$ cat config.mk
export PLATFORM = sky130hd
export DESIGN_NAME = strobe_tx_flat
export DESIGN_NICKNAME = d
export VERILOG_FILES = /design/src/rtl/strobe_tx_if.sv /design/src/rtl/strobe_tx.sv /design/src/flat_wrapper.sv
export SDC_FILE = /design/constraint.sdc
export NUM_CORES = 1
export LEC_CHECK = 0
export CORE_UTILIZATION = 55
export DETAILED_ROUTE_END_ITERATION = 7
export GPL_TIMING_DRIVEN = 0
export PLACE_DENSITY_LB_ADDON = 0.08
export SETUP_SLACK_MARGIN = 0.2
export SKIP_CTS_REPAIR_TIMING = 1
export SYNTH_ARGS = -nofsm -noshare
export SYNTH_HDL_FRONTEND = slang
export SYNTH_SLANG_ARGS = --single-unit
$ cat constraint.sdc
create_clock -name clk -period 2.9 [get_ports clk]
set_input_delay 0.435 -clock clk [delete_from_list [all_inputs] [get_ports clk]]
set_output_delay 0.435 -clock clk [all_outputs]
set_load 0.01 [all_outputs]
$ cat src/rtl/strobe_tx_if.sv
// ----------------------------------------------------------------------------
// strobe_tx_if
//   Upstream valid/ready word channel feeding the strobe transmitter.
//
//   Signals:
//     in_data  [WIDTH] upstream word
//     in_valid         upstream word is valid
//     in_ready         transmitter can accept a word this cycle
//
//   Modports:
//     master : the upstream word source (drives in_data/in_valid)
//     slave  : the strobe transmitter   (drives in_ready)
// ----------------------------------------------------------------------------
interface strobe_tx_if #(
    parameter int WIDTH = 3
) ();
    logic [WIDTH-1:0] in_data;
    logic             in_valid;
    logic             in_ready;

    modport master (
        output in_data,
        output in_valid,
        input  in_ready
    );

    modport slave (
        input  in_data,
        input  in_valid,
        output in_ready
    );
endinterface

$ cat src/rtl/strobe_tx.sv
// ----------------------------------------------------------------------------
// strobe_tx
//   Transmit end of a strobe-and-data capture link. Words arrive on a
//   valid/ready channel, are buffered in a small FIFO, and are sent out one at
//   a time as a single-cycle strobe `y` with the word on `x`. `x` is held
//   between strobes, and GAP idle cycles are forced between strobes so the
//   receiver's level-sensitive capture always sees settled data.
//
//   Parameters:
//     WIDTH  data width of in_data and x
//     DEPTH  FIFO depth in words (power of 2, >= 2)
//     GAP    idle cycles between consecutive strobes (0..15)
//
//   Ports:
//     clk    sole clock, rising edge
//     rst_n  synchronous active-low reset
//     up     strobe_tx_if.slave : in_data / in_valid / in_ready
//     x      registered data to the receiver, holds the last strobed word
//     y      registered strobe, high exactly one cycle per word
//     busy   FIFO non-empty or FSM not idle
//     level  current FIFO occupancy (0..DEPTH)
//     p      (only with STROBE_TX_PARITY_EN) registered XOR of all bits of x
//
//   Optional feature macro: STROBE_TX_PARITY_EN adds the parity output `p`.
// ----------------------------------------------------------------------------
module strobe_tx #(
    parameter int WIDTH = 3,
    parameter int DEPTH = 4,
    parameter int GAP   = 1
) (
    input  logic                     clk,
    input  logic                     rst_n,
    strobe_tx_if.slave               up,
    output logic [WIDTH-1:0]         x,
    output logic                     y,
    output logic                     busy,
    output logic [$clog2(DEPTH):0]   level
`ifdef STROBE_TX_PARITY_EN
    ,
    output logic                     p
`endif
);

    localparam int AW = $clog2(DEPTH);
    localparam int LW = AW + 1;
    localparam logic [LW-1:0] FULL_COUNT = LW'(DEPTH);
    // Counter preload leaving the FSM in WAIT for exactly GAP cycles.
    localparam logic [3:0] GAP_LOAD = (GAP > 0) ? 4'(GAP - 1) : 4'd0;

    typedef enum logic [1:0] {
        IDLE = 2'd0,
        SEND = 2'd1,
        WAIT = 2'd2
    } state_t;

    state_t           state_reg;
    logic [WIDTH-1:0] mem [DEPTH];
    logic [AW-1:0]    wr_ptr_reg;
    logic [AW-1:0]    rd_ptr_reg;
    logic [LW-1:0]    count_reg;
    logic [3:0]       gap_cnt_reg;
    logic [WIDTH-1:0] x_reg;
    logic             y_reg;

    logic             full;
    logic             not_empty;
    logic             push;
    logic             pop;
    logic [WIDTH-1:0] head;

    // in_ready looks only at the registered count, so a pop on the same
    // edge never opens space for that edge's push.
    assign full        = (count_reg == FULL_COUNT);
    assign not_empty   = (count_reg != '0);
    assign up.in_ready = rst_n && !full;
    assign push        = up.in_valid && up.in_ready;
    assign head        = mem[rd_ptr_reg];

    // Pop decision. In WAIT the final counted cycle doubles as the idle
    // check, which keeps strobes exactly GAP+1 cycles apart while words
    // are queued.
    always_comb begin
        pop = 1'b0;
        case (state_reg)
            IDLE:    pop = not_empty;
            SEND:    pop = (GAP == 0) && not_empty;
            WAIT:    pop = (gap_cnt_reg == 4'd0) && not_empty;
            default: pop = 1'b0;
        endcase
    end

    // Storage array, no reset needed: contents are only read behind count.
    always_ff @(posedge clk) begin
        if (push) begin
            mem[wr_ptr_reg] <= up.in_data;
        end
    end

    always_ff @(posedge clk) begin
        if (!rst_n) begin
            state_reg   <= IDLE;
            wr_ptr_reg  <= '0;
            rd_ptr_reg  <= '0;
            count_reg   <= '0;
            gap_cnt_reg <= 4'd0;
            x_reg       <= '0;
            y_reg       <= 1'b0;
        end else begin
            if (push) begin
                wr_ptr_reg <= wr_ptr_reg + AW'(1);
            end
            if (pop) begin
                rd_ptr_reg <= rd_ptr_reg + AW'(1);
                x_reg      <= head;
            end
            count_reg <= count_reg + LW'(push) - LW'(pop);

            // Every pop is exactly one strobe, so y simply follows pop.
            y_reg <= pop;

            case (state_reg)
                IDLE: begin
                    if (pop) begin
                        state_reg <= SEND;
                    end
                end
                SEND: begin
                    if (GAP > 0) begin
                        gap_cnt_reg <= GAP_LOAD;
                        state_reg   <= WAIT;
                    end else if (!pop) begin
                        state_reg <= IDLE;
                    end
                end
                WAIT: begin
                    if (gap_cnt_reg == 4'd0) begin
                        state_reg <= pop ? SEND : IDLE;
                    end else begin
                        gap_cnt_reg <= gap_cnt_reg - 4'd1;
                    end
                end
                default: state_reg <= IDLE;
            endcase
        end
    end

`ifdef STROBE_TX_PARITY_EN
    logic p_reg;

    // Parity travels with x: loaded on the same pop edges.
    always_ff @(posedge clk) begin
        if (!rst_n) begin
            p_reg <= 1'b0;
        end else if (pop) begin
            p_reg <= ^head;
        end
    end

    assign p = p_reg;
`endif

    assign x     = x_reg;
    assign y     = y_reg;
    assign busy  = not_empty || (state_reg != IDLE);
    assign level = count_reg;

endmodule

$ cat src/flat_wrapper.sv
// flat-port wrapper written by rule: the top's interface ports become plain ports
module strobe_tx_flat 
#(
    parameter int WIDTH = 3,
    parameter int DEPTH = 4,
    parameter int GAP   = 1
)
  (clk, rst_n, x, y, busy, level, up_in_data, up_in_valid, up_in_ready);
  strobe_tx_if #(.WIDTH(WIDTH)) up_i ();
  input  logic clk;
  input  logic rst_n;
  output logic [WIDTH-1:0] x;
  output logic y;
  output logic busy;
  output logic [$clog2(DEPTH):0] level;
  input wire logic [$bits(up_i.in_data)-1:0] up_in_data;
  input wire logic [$bits(up_i.in_valid)-1:0] up_in_valid;
  output wire logic [$bits(up_i.in_ready)-1:0] up_in_ready;
  assign up_i.in_data = up_in_data;
  assign up_i.in_valid = up_in_valid;
  assign up_in_ready = up_i.in_ready;
  strobe_tx #(.WIDTH(WIDTH), .DEPTH(DEPTH), .GAP(GAP)) u_core (.clk(clk), .rst_n(rst_n), .up(up_i), .x(x), .y(y), .busy(busy), .level(level));
endmodule
After elaboration in Yosys (flattened, before gate mapping)
Memories as Yosys holds them, arrays and structs flattened. A register that Yosys moved wholly into a read port is not among the register bits.
Cells that the tools add are included.
{"block": "classes", "n_reduce_logical": 13, "eq_ne": 6, "add_sub_neg": 5, "mux": 9}
{"cell": "4-bit one-hot mux with 2 select lines", "n": 1}
{"cell": "2-bit one-hot mux with 3 select lines", "n": 1}
{"cell": "2-bit by 1-bit adder with 2-bit output, second input constant", "n": 2}
{"cell": "4-bit logical NOT", "n": 1}
{"cell": "2-bit two-way mux", "n": 2}
{"cell": "4-bit two-way mux", "n": 1}
{"cell": "2-bit by 1-bit inequality test with 1-bit output, second input constant", "n": 2}
{"cell": "2-bit AND reduction", "n": 2}
{"cell": "2-bit nonzero test", "n": 2}
{"cell": "4-bit by 1-bit subtractor with 4-bit output, second input constant", "n": 1}
{"cell": "3-bit by 1-bit adder with 3-bit output", "n": 1}
{"cell": "3-bit equality test, second input constant", "n": 1}
{"cell": "1-bit logical AND", "n": 3}
{"cell": "1-bit two-way mux", "n": 3}
{"cell": "3-bit nonzero test", "n": 1}
{"cell": "3-bit by 1-bit subtractor with 3-bit output", "n": 1}
{"cell": "2-bit by 1-bit equality test with 1-bit output, second input constant", "n": 1}
{"cell": "2-bit equality test, second input constant", "n": 1}
{"cell": "1-bit logical NOT", "n": 2}
{"cell": "2-bit logical NOT", "n": 1}
{"cell": "2-bit inequality test, second input constant", "n": 1}
{"cell": "1-bit one-hot mux with 2 select lines", "n": 1}
{"cell": "1-bit logical OR", "n": 1}
{"block": "word_totals", "reg_bits": 14, "memories": 1, "wordCells": 40, "in_bits": 6, "mem_bits_rw": 12}
{"memory": "u_core.mem", "depth": 4, "width": 3, "rd": 1, "rd_clocked_by_memory_dff": 1, "write_ports": 1, "line": "strobe_tx.sv:57", "source": "logic [WIDTH-1:0] mem [DEPTH];"}

Depth between registers and ports, before layout
Gate-level depths: netlist of the first run.
{"block": "logic_depth", "depth_word": 6, "depth_mapped": 11, "ltp_nobuf": 11}

Least setup slack after synthesis of the first run
OpenSTA, ideal clock, no wires.
{"block": "synth_path", "path_type": "register -> register", "startpoint": "register u_core.gap_cnt_reg[0]", "endpoint": "register u_core.count_reg[2], in the netlist u_core.level[2]", "path_stages_with_launch": 12, "t_arrival_ns": 2.407, "path_slack_ns": 0.378, "path_cell_list": "dfxtp_1 -> inv_1 -> ha_1 -> or3b_4 -> a211oi_4 -> xor2_1 -> ha_1 -> inv_1 -> fa_1 -> xnor2_1 -> xnor2_1 -> and2_1"}
{"block": "synth_between", "elab_chain_cells": 4}
{"element": "start: declaration", "line": "strobe_tx.sv:61", "source": "logic [3:0] gap_cnt_reg;"}
{"element": "start signal: assignment", "line": "strobe_tx.sv:139", "source": "gap_cnt_reg <= gap_cnt_reg - 4'd1;"}
{"element": "4-bit logical NOT", "line": "strobe_tx.sv:87", "source": "WAIT: pop = (gap_cnt_reg == 4'd0) && not_empty;"}
{"element": "1-bit logical AND", "line": "strobe_tx.sv:87"}
{"element": "1-bit one-hot mux with 2 select lines", "line": "strobe_tx.sv:84", "source": "case (state_reg)"}
{"element": "3-bit by 1-bit subtractor with 3-bit output", "line": "strobe_tx.sv:116", "source": "count_reg <= count_reg + LW'(push) - LW'(pop);"}
{"element": "end signal: assignment", "line": "strobe_tx.sv:116"}
{"element": "end: declaration", "line": "strobe_tx.sv:60", "source": "logic [LW-1:0] count_reg;"}
Every way passes these cells.
A chain may end at the register's enable or synchronous reset.

Worst setup path in the final report of the first run
{"block": "layout_path", "startpoint": "register u_core.gap_cnt_reg[1]", "endpoint": "register u_core.count_reg[2], in the netlist u_core.level[2]"}
The elaborated chain is that of the path after synthesis.

==> impl_results.md, run 1 <==
- Status: finished, final reports clean
- Yosys cell types: 34
- Post-Synth Simple-Gate Area: 17.6%
- Initial core utilization: 60.8%
- Grt ovf: 0
- Fin. max-slew vios: 0
- Xor and xnor fraction of the mapped netlist area: 1.87%
- Die height: 52.6 um
- Hold Slack: 507 ps
- Slew @ Worst Pin: 613 ps
- Reg2Reg Setup Slack: 350 ps
- CP cell instances: inv_1 -> ha_4 -> or3b_4 -> a211oi_4 -> xor2_1 -> ha_1 -> inv_1 -> fa_2 -> xnor2_2 -> xnor2_1 -> and2_1
- Synth warnings: 0
- Worst-skew pair later-pin latency: 330 ps
- WP data required: 3130 ps
- WL/cell: 15.1 um
- Clk pin slew, worst setup/hold paths: 90 ps
- Top cell type's share of synthesized area: 25.6%
- Setup TNS: 0 ps
- Worst min-delay path class: reg -> reg
- Port Buf Inserts: 13
- Post-placement setup slack: 153 ps
- Die X: 52.6 um
- Via/cell ratio: 5.57
- Peak VDD IR: 0.712 mV
- Achievable Freq: 392 MHz
- NumNets Final: 159
- First-pass GRT wire length: 4180 um
- Slowest cell delay on critical path: 410 ps
- WP buf/inv: 2
- Post-synth EDFFs: 12
- Dpl hpwl: 1840 um
- Core area: 0.00232 mm2
- Post-Syn Instances: 122
- Cell with the most instances after synthesis: dfxtp_1
- #FFs+latches synth: 29
- Crit. End Element: flop
- Dominant delay contributor by cell family on the critical path: adder cells
- Crit Path Max Fanout: 5
- Antenna Nets Post-Route: 0
- Area grow syn2layout: 19.7%
- # fillers: 161
- CTS tree: yes
- H-tree Lvls: 2
- Crit Path Class: reg -> reg
- Max FFs per register: 12
- Async SR Flop Fraction: 0%
- Synth area leader: edfxtp_1
- N_diodes: 0
- Clock Path Buffers: 2
- Largest family of logic cells by synthesized area: simple AND/OR/NAND/NOR gates
- Power density over the cells: 854 mW/mm2
- Rel. slew slack: 58.8%
- Register area share after synthesis: 49.7%
- RSZ-0062 raised after global routing: false
- Compound-Gate Fraction of Synth Area: 10.7%
- Slowest CP cell: or3b_4
- Total Routing Usage GR: 21.9%
- Fin worst setup slack: 346 ps
- # rows: 17
- Largest net degree at the start of global routing: 11
- Cell area after synthesis: 0.00141 mm2
- Vias in the first global route: 920
- Minimum clock period: 2550 ps
- CP arrival: 2780 ps
- Most used DFF post-synth: dfxtp_1
- Final Cycle Share: 88.1%
- Commonest cells post-synth: 17 x dfxtp_1, 12 x edfxtp_1, 9 x inv_1
- Synth top area cells: edfxtp_1 26%, dfxtp_1 24%, ha_1 5.3%
- Crit path top cell by count: inv_1
- Detailed Route WL: 2640 um
- Adder-cell area share of the yosys netlist: 6.75%
- DRT Pass-1 Iters: 4
- Placed Instances: 163
- Final Wtd Congestion: 0.827
- CTS Buf Count: 5
- Ratio of cells with drive above 1 in the final layout: 15.0%
- Maxcap violations: 0
- Final Skew: 8.19 ps
- Fin cells: 175
- Sink Count: 29
- Setup Viol. Count Final: 0
- Syn avg cell area: 11.5 um2
- DRC: 0
- Die ar.: 0.00277 mm2
- Synthesized Nets: 135
- Io pins: 15
- Via count: 974
- Root buffer cell: clkbuf_4
- DRT iter0 DRCs: 35
- Initial antenna violation count: 0
- CP Launch Type: flop
- Static Leak: 0.000619 uW
- Mux share of post-synthesis cell area: 9.06%
- Final Hold Viols: 0
[area by class of cell]
type,instances,area (um2),share of cell area [%]
buffer,7,26.3,1.56
clock buffer,6,51.3,3.04
clock inverter,2,8.76,0.519
inverter,9,33.8,2.00
multi-input combinational,77,671,39.8
sequential,29,701,41.5
tap,28,35.0,2.08
timing repair buffer,17,160,9.50
[power by group]
group	switching (uW)	internal (uW)
registers	75.9	505
clock network	136	114
logic	275	335
total	487	954
[logic make-up (layout without fill, tap and decap cells)]
group,after synthesis,after routing
DFF,29,29
adders and majority gates,7,7
and+or+nand+nor,41,41
muxes,9,9
xor gates and xnor gates,3,3
AOI/OAI and AO/OA,17,17
buffers and inverters,16,41
[through the flow]
stage	util [%]	power [uW]	cell area [um2]
after global routing	72.7	1530	1690
after detailed placement	67.9	1120	1570
final	72.7	1440	1690
after CTS	70.5	1370	1630
after floorplan	-	926	1410
after global placement	67.9	1100	1570
[final timing paths]
kind,end,start,cells after the start
worst max-delay path,u_core.level[2],u_core.gap_cnt_reg[1],11
worst min-delay path,u_core.wr_ptr_reg[1],u_core.wr_ptr_reg[1],2
worst max register to register,u_core.level[2],u_core.gap_cnt_reg[1],11
worst min register to register,u_core.wr_ptr_reg[1],u_core.wr_ptr_reg[1],2
[placed cells by master, fill, tap and decap left out, types with 4 or more instances in the layout]
master,synthesis,layout
clkbuf_4,0,5
mux2i_1,6,6
nand2_1,6,6
edfxtp_1,12,12
nand3_1,6,6
ha_1,6,5
inv_1,9,8
buf_4,0,4
clkbuf_1,7,7
clkdlybuf4s50_1,0,13
and2_1,8,8
nand2b_1,7,7
dfxtp_1,17,17
[layer usage]
layer / track usage, % / part of all wire (%) / vias up
li1: - / - / 486
met2: 34.0 / 47 / 26
met3: 8.99 / 4.3 / 6
met5: 0 / 0 / -
met4: 8.33 / 1.9 / 0
met1: 27.1 / 47 / 456
[tightest hold or removal path, delay by kind of cell (launching register included)]
| kind | cells | cell delay, ps |
|---|---|---|
| and+or+nand+nor | 1 | 70 |
| DFF | 1 | 350 |
| muxes | 1 | 60 |
(Power assumes the default switching activity.)
==> run 2, diff against run 1 <==
--- a/config.mk
+++ b/config.mk
@@ -5,7 +5,8 @@
 export SDC_FILE = /design/constraint.sdc
 export NUM_CORES = 1
 export LEC_CHECK = 0
-export CORE_UTILIZATION = 55
+export CORE_ASPECT_RATIO = 2
+export CORE_UTILIZATION = 30
 export DETAILED_ROUTE_END_ITERATION = 7
 export GPL_TIMING_DRIVEN = 0
 export PLACE_DENSITY_LB_ADDON = 0.08
==> impl_results.md, run 2 (same netlist as run 1, synthesis figures left out) <==
- Post-Route Utilization: 39.1% (was 72.7%)
- First-pass GRT wire length: 4740 um (was 4180 um)
- Gate power share: 38.2% (was 42.4%)
- Largest net degree at the start of global routing: 11 (unchanged)
- Most common cell after layout, fill and taps aside: dfxtp_1 (unchanged)
- Clk pin slew, worst setup/hold paths: 60 ps (was 90 ps)
- Core area: 0.00442 mm2 (was 0.00232 mm2)
- NumNets Final: 158 (was 159)
- Final Skew: 4.37 ps (was 8.19 ps)
- Fin worst setup slack: 331 ps (was 346 ps)
- CTS tree: yes (unchanged)
- Sink Count: 29 (unchanged)
- Placed Instances: 189 (was 163)
- Crit. End Element: flop (unchanged)
- Status: finished, final reports clean (unchanged)
- Slew @ Worst Pin: 535 ps (was 613 ps)
- DRC: 0 (unchanged)
- Area of the multi-input gates: 663 um2 (was 671 um2)
- # rows: 34 (was 17)
- Crit Path Class: reg -> reg (unchanged)
- Rel. slew slack: 64.0% (was 58.8%)
- Worst-skew pair later-pin latency: 280 ps (was 330 ps)
- CTS Buf Count: 5 (unchanged)
- CP Launch Type: flop (unchanged)
- Static Leak: 0.000618 uW (was 0.000619 uW)
- Post-placement setup slack: 179 ps (was 153 ps)
- Via/cell ratio: 4.80 (was 5.57)
- Fin cells: 200 (was 175)
- Die height: 98.9 um (was 52.6 um)
- Dpl hpwl: 2080 um (was 1840 um)
- RSZ-0062 raised after global routing: false (unchanged)
- Die ar.: 0.00499 mm2 (was 0.00277 mm2)
- Slowest CP cell: or3b_4 (unchanged)
- Setup TNS: 0 ps (unchanged)
- Initial core utilization: 31.8% (was 60.8%)
- Cell-internal power: 966 uW (was 954 uW)
- Worst min-delay path class: reg -> reg (unchanged)
- Power density over the cells: 838 mW/mm2 (was 854 mW/mm2)
- Crit Path Max Fanout: 5 (unchanged)
- Final Hold Viols: 0 (unchanged)
- Ratio of cells with drive above 1 in the final layout: 15.8% (was 15.0%)
- WP data required: 3070 ps (was 3130 ps)
- Root buffer cell: clkbuf_8 (was clkbuf_4)
- DRT Pass-1 Iters: 4 (unchanged)
- Setup Viol. Count Final: 0 (unchanged)
- Via count: 960 (was 974)
- Grt ovf: 0 (unchanged)
- WL/cell: 13.8 um (was 15.1 um)
- DRT iter0 DRCs: 10 (was 35)
- Crit path top cell by count: xnor2_1 (was inv_1)
- Io pins: 15 (unchanged)
- CP arrival: 2740 ps (was 2780 ps)
- Clock share of power: 22.0% (was 17.3%)
- # fillers: 457 (was 161)
- Vias in the first global route: 935 (was 920)
- Antenna Nets Post-Route: 0 (unchanged)
- N_diodes: 0 (unchanged)
- Total Routing Usage GR: 12.8% (was 21.9%)
- Register share of total power: 39.8% (was 40.3%)
- Minimum clock period: 2570 ps (was 2550 ps)
- Slowest cell delay on critical path: 400 ps (was 410 ps)
- Switching power: 484 uW (was 487 uW)
- CP cell instances: inv_2 -> ha_4 -> or3b_4 -> a211oi_4 -> xor2_1 -> ha_2 -> inv_1 -> fa_1 -> xnor2_1 -> xnor2_1 -> and2_1 (was inv_1 -> ha_4 -> or3b_4 -> a211oi_4 -> xor2_1 -> ha_1 -> inv_1 -> fa_2 -> xnor2_2 -> xnor2_1 -> and2_1)
- Clock Path Buffers: 2 (unchanged)
- Final Wtd Congestion: 0.733 (was 0.827)
- Max FFs per register: 12 (unchanged)
- Area grow syn2layout: 22.9% (was 19.7%)
- Die X: 50.5 um (was 52.6 um)
- Fin. max-slew vios: 0 (unchanged)
- Port Buf Inserts: 13 (unchanged)
- Switching Share: 33.4% (was 33.8%)
- Dpl cell area: 0.00161 mm2 (was 0.00157 mm2)
- Achievable Freq: 389 MHz (was 392 MHz)
- Most frequent cells in the layout: 16 x dfxtp_1, 13 x clkdlybuf4s50_1, 12 x edfxtp_1, 8 x and2_1 (was 17 x dfxtp_1, 13 x clkdlybuf4s50_1, 12 x edfxtp_1, 8 x inv_1, 8 x and2_1)
- Detailed Route WL: 2750 um (was 2640 um)
- Maxcap violations: 0 (unchanged)
- Final Cycle Share: 88.6% (was 88.1%)
- Design area: 0.00173 mm2 (was 0.00169 mm2)
- Initial antenna violation count: 0 (unchanged)
- H-tree Lvls: 2 (unchanged)
- Peak VDD IR: 0.361 mV (was 0.712 mV)
- Sequential Area: 702 um2 (was 701 um2)
[run 2: cell type report]
class / count / area share [%]
plain buffers: 7 / 1.52
clock buffers: 5 / 3.97
clock inverters: 3 / 1.01
inverters: 9 / 1.95
multi-input cells: 77 / 38.3
flip-flops and latches: 29 / 40.5
well taps: 54 / 3.90
repair buffers: 16 / 8.82
[run 2: worst max-delay path, delay by kind of cell (launching register included)]
kind            cells  cell delay, ps
simple gates        2             560
buf+inv             2             110
compound gates      1             300
xor+xnor            3             460
flops               1             330
fa+ha+maj           3             710
[run 2: worst paths after layout]
| kind | endpoint | cells after the start | startpoint | slack [ps] |
|---|---|---|---|---|
| max | u_core.level[2] | 11 | u_core.gap_cnt_reg[0] | 330 |
| min reg2reg | u_core.gap_cnt_reg[0] | 2 | u_core.gap_cnt_reg[0] | 480 |
| max reg2reg | u_core.level[2] | 11 | u_core.gap_cnt_reg[0] | 330 |
| min | u_core.gap_cnt_reg[0] | 2 | u_core.gap_cnt_reg[0] | 480 |
[run 2: power groups by stage]
stage | Combinational, uW | Sequential (uW) | Clock (uW)
global placement | 532 | 584 | 0
global route | 625 | 589 | 348
detailed placement | 537 | 586 | 0
finish | 554 | 577 | 319
CTS | 539 | 578 | 334
floorplan | 335 | 592 | 0
[run 2: metal layers]
| metal | wire length (um) | share of wire [%] | track usage, % |
|---|---|---|---|
| met3 | 47 | 1.7 | 2.78 |
| met5 | 0 | 0 | 0 |
| met1 | 1080 | 39 | 13.6 |
| met4 | 70 | 2.5 | 7.05 |
| met2 | 1550 | 56 | 22.5 |
[run 2: through the flow]
step	power [uW]	hold WS (ps)
2_1_floorplan	926	455
3_3_place_gp	1120	467
3_5_place_dp	1120	477
4_1_cts	1450	486
5_1_grt	1560	507
6_report	1450	479
==> run 3, diff against run 2 <==
--- a/config.mk
+++ b/config.mk
@@ -6,6 +6,7 @@
 export NUM_CORES = 1
 export LEC_CHECK = 0
 export CORE_ASPECT_RATIO = 2
+export CORE_MARGIN = 2
 export CORE_UTILIZATION = 30
 export DETAILED_ROUTE_END_ITERATION = 7
 export GPL_TIMING_DRIVEN = 0
==> impl_results.md, run 3 (same netlist as run 1, synthesis figures left out) <==
- DRT Pass-1 Iters: 4 (unchanged)
- Detailed Route WL: 2820 um (was 2750 um)
- Die ar.: 0.00529 mm2 (was 0.00499 mm2)
- Sink Count: 29 (unchanged)
- # fillers: 476 (was 457)
- Crit path capture: u_core.level[2] (unchanged)
- Worst-skew pair later-pin latency: 280 ps (about the same)
- Via/cell ratio: 4.91 (was 4.80)
- Most common cell after layout, fill and taps aside: dfxtp_1 (unchanged)
- Total Routing Usage GR: 12.3% (was 12.8%)
- RSZ-0062 raised after global routing: true (was false)
- CTS Buf Count: 5 (unchanged)
- Initial core utilization: 30.9% (was 31.8%)
- Worst r2r path cells: 11 (unchanged)
- Slew @ Worst Pin: 593 ps (was 535 ps)
- First-pass GRT wire length: 4730 um (was 4740 um)
- R2R Path Start: u_core.gap_cnt_reg[1] (was u_core.gap_cnt_reg[0])
- Slowest cell delay on critical path: 400 ps (about the same)
- Rel. slew slack: 60.2% (was 64.0%)
- Final Skew: 5.50 ps (was 4.37 ps)
- Setup TNS: 0 ps (unchanged)
- NumNets Final: 158 (unchanged)
- Achievable Freq: 393 MHz (was 389 MHz)
- H-tree Lvls: 2 (unchanged)
- Worst Setup SP: u_core.gap_cnt_reg[1] (was u_core.gap_cnt_reg[0])
- Status: finished, final reports clean (unchanged)
- Worst hold start: u_core.gap_cnt_reg[1] (was u_core.gap_cnt_reg[0])
- Core area: 0.00455 mm2 (was 0.00442 mm2)
- WL/cell: 14.0 um (was 13.8 um)
- Power density over the cells: 887 mW/mm2 (was 838 mW/mm2)
- Crit. End Element: flop (unchanged)
- Dpl hpwl: 2160 um (was 2080 um)
- Final Cycle Share: 87.8% (was 88.6%)
- Port Buf Inserts: 13 (unchanged)
- Minimum clock period: 2550 ps (was 2570 ps)
- Crit Path Class: reg -> reg (unchanged)
- # rows: 35 (was 34)
- Area grow syn2layout: 25.6% (was 22.9%)
- Initial antenna violation count: 0 (unchanged)
- Crit path top cell by count: inv_1 (was xnor2_1)
- Crit Path Max Fanout: 5 (unchanged)
- Max FFs per register: 12 (unchanged)
- CP Launch Type: flop (unchanged)
- CTS tree: yes (unchanged)
- Static Leak: 0.000634 uW (was 0.000618 uW)
- Ratio of cells with drive above 1 in the final layout: 15.8% (unchanged)
- Maxcap violations: 0 (unchanged)
- Via count: 986 (was 960)
- Worst min-delay path class: reg -> reg (unchanged)
- DRC: 0 (unchanged)
- Die height: 101 um (was 98.9 um)
- Setup Viol. Count Final: 0 (unchanged)
- Fin worst setup slack: 353 ps (was 331 ps)
- CP arrival: 2720 ps (was 2740 ps)
- Final Hold Viols: 0 (unchanged)
- Most frequent cells in the layout: 16 x dfxtp_1, 13 x clkdlybuf4s50_1, 12 x edfxtp_1, 8 x inv_1, 8 x and2_1 (was 16 x dfxtp_1, 13 x clkdlybuf4s50_1, 12 x edfxtp_1, 8 x and2_1)
- Vias in the first global route: 979 (was 935)
- DRT iter0 DRCs: 13 (was 10)
- N_diodes: 0 (unchanged)
- Post-placement setup slack: 161 ps (was 179 ps)
- Grt ovf: 0 (unchanged)
- Final Wtd Congestion: 0.719 (was 0.733)
- Largest net degree at the start of global routing: 12 (was 11)
- Peak VDD IR: 0.460 mV (was 0.361 mV)
- Slowest CP cell: or3b_4 (unchanged)
- Clock Path Buffers: 2 (unchanged)
- Die X: 52.5 um (was 50.5 um)
- Worst reg2reg endpoint: u_core.level[2] (unchanged)
- Root buffer cell: clkbuf_8 (unchanged)
- Io pins: 15 (unchanged)
- CP cell instances: inv_1 -> ha_4 -> or3b_4 -> a211oi_4 -> xor2_1 -> ha_1 -> inv_1 -> fa_2 -> xnor2_2 -> xnor2_1 -> and2_1 (was inv_2 -> ha_4 -> or3b_4 -> a211oi_4 -> xor2_1 -> ha_2 -> inv_1 -> fa_1 -> xnor2_1 -> xnor2_1 -> and2_1)
- Clk pin slew, worst setup/hold paths: 60 ps (about the same)
- Antenna Nets Post-Route: 0 (unchanged)
- WP data required: 3070 ps (about the same)
- Reg2Reg Setup Slack: 350 ps (was 330 ps)
- Fin. max-slew vios: 0 (unchanged)
-- run 3: area by class of cell --
| class | count | area [um2] | share of cell area (%) |
|---|---|---|---|
| Buffer | 7 | 26.3 | 1.49 |
| Inverter | 9 | 33.8 | 1.91 |
| Multi-Input combinational cell | 77 | 671 | 37.9 |
| Sequential cell | 29 | 702 | 39.7 |
| Clock buffer | 5 | 68.8 | 3.89 |
| Clock inverter | 3 | 46.3 | 2.62 |
| Tap cell | 55 | 68.8 | 3.89 |
| Timing Repair Buffer | 16 | 153 | 8.63 |
-- run 3: how the worst min path moves through the flow --
| stage | cells after the start | to |
|---|---|---|
| after floorplan | 2 | u_core.gap_cnt_reg[1] |
| after global placement | 2 | u_core.gap_cnt_reg[0] |
| after detailed placement | 2 | u_core.gap_cnt_reg[1] |
| after CTS | 2 | u_core.gap_cnt_reg[1] |
| after global routing | 2 | u_core.gap_cnt_reg[0] |
| final | 2 | u_core.gap_cnt_reg[1] |
-- run 3: power by group --
part,internal (uW),switching [uW]
Clock,257,163
Combinational,310,262
Sequential,505,72.7
-- run 3: per-layer routing --
layer | up-vias | share of wire [%] | wire length (um) | track usage [%]
met2 | 15 | 60 | 1700 | 22.6
met3 | 5 | 2.4 | 69 | 3.12
met5 | - | 0 | 0 | 0
met1 | 483 | 35 | 988 | 12.2
met4 | 0 | 2.3 | 65 | 5.92
li1 | 483 | - | - | -
-- run 3: worst max-delay path, delay by kind of cell, from the launching register on --
| kind | cells | cell delay, ps |
|---|---|---|
| DFF | 1 | 320 |
| buffers and inverters | 2 | 140 |
| xor gates and xnor gates | 3 | 440 |
| AOI/OAI and AO/OA | 1 | 320 |
| adders and majority gates | 3 | 650 |
| and+or+nand+nor | 2 | 560 |
-- run 3: stage by stage --
stage                     hold slack, ps  util [%]  area, um2  cells  total power [uW]
after floorplan                      455         -       1410    122               926
after global placement               471      35.3       1610    190              1120
after detailed placement             485      35.3       1610    190              1120
after CTS                            494      37.8       1720    198              1550
after global routing                 532      38.8       1770    201              1700
final                                493      38.8       1770    201              1570
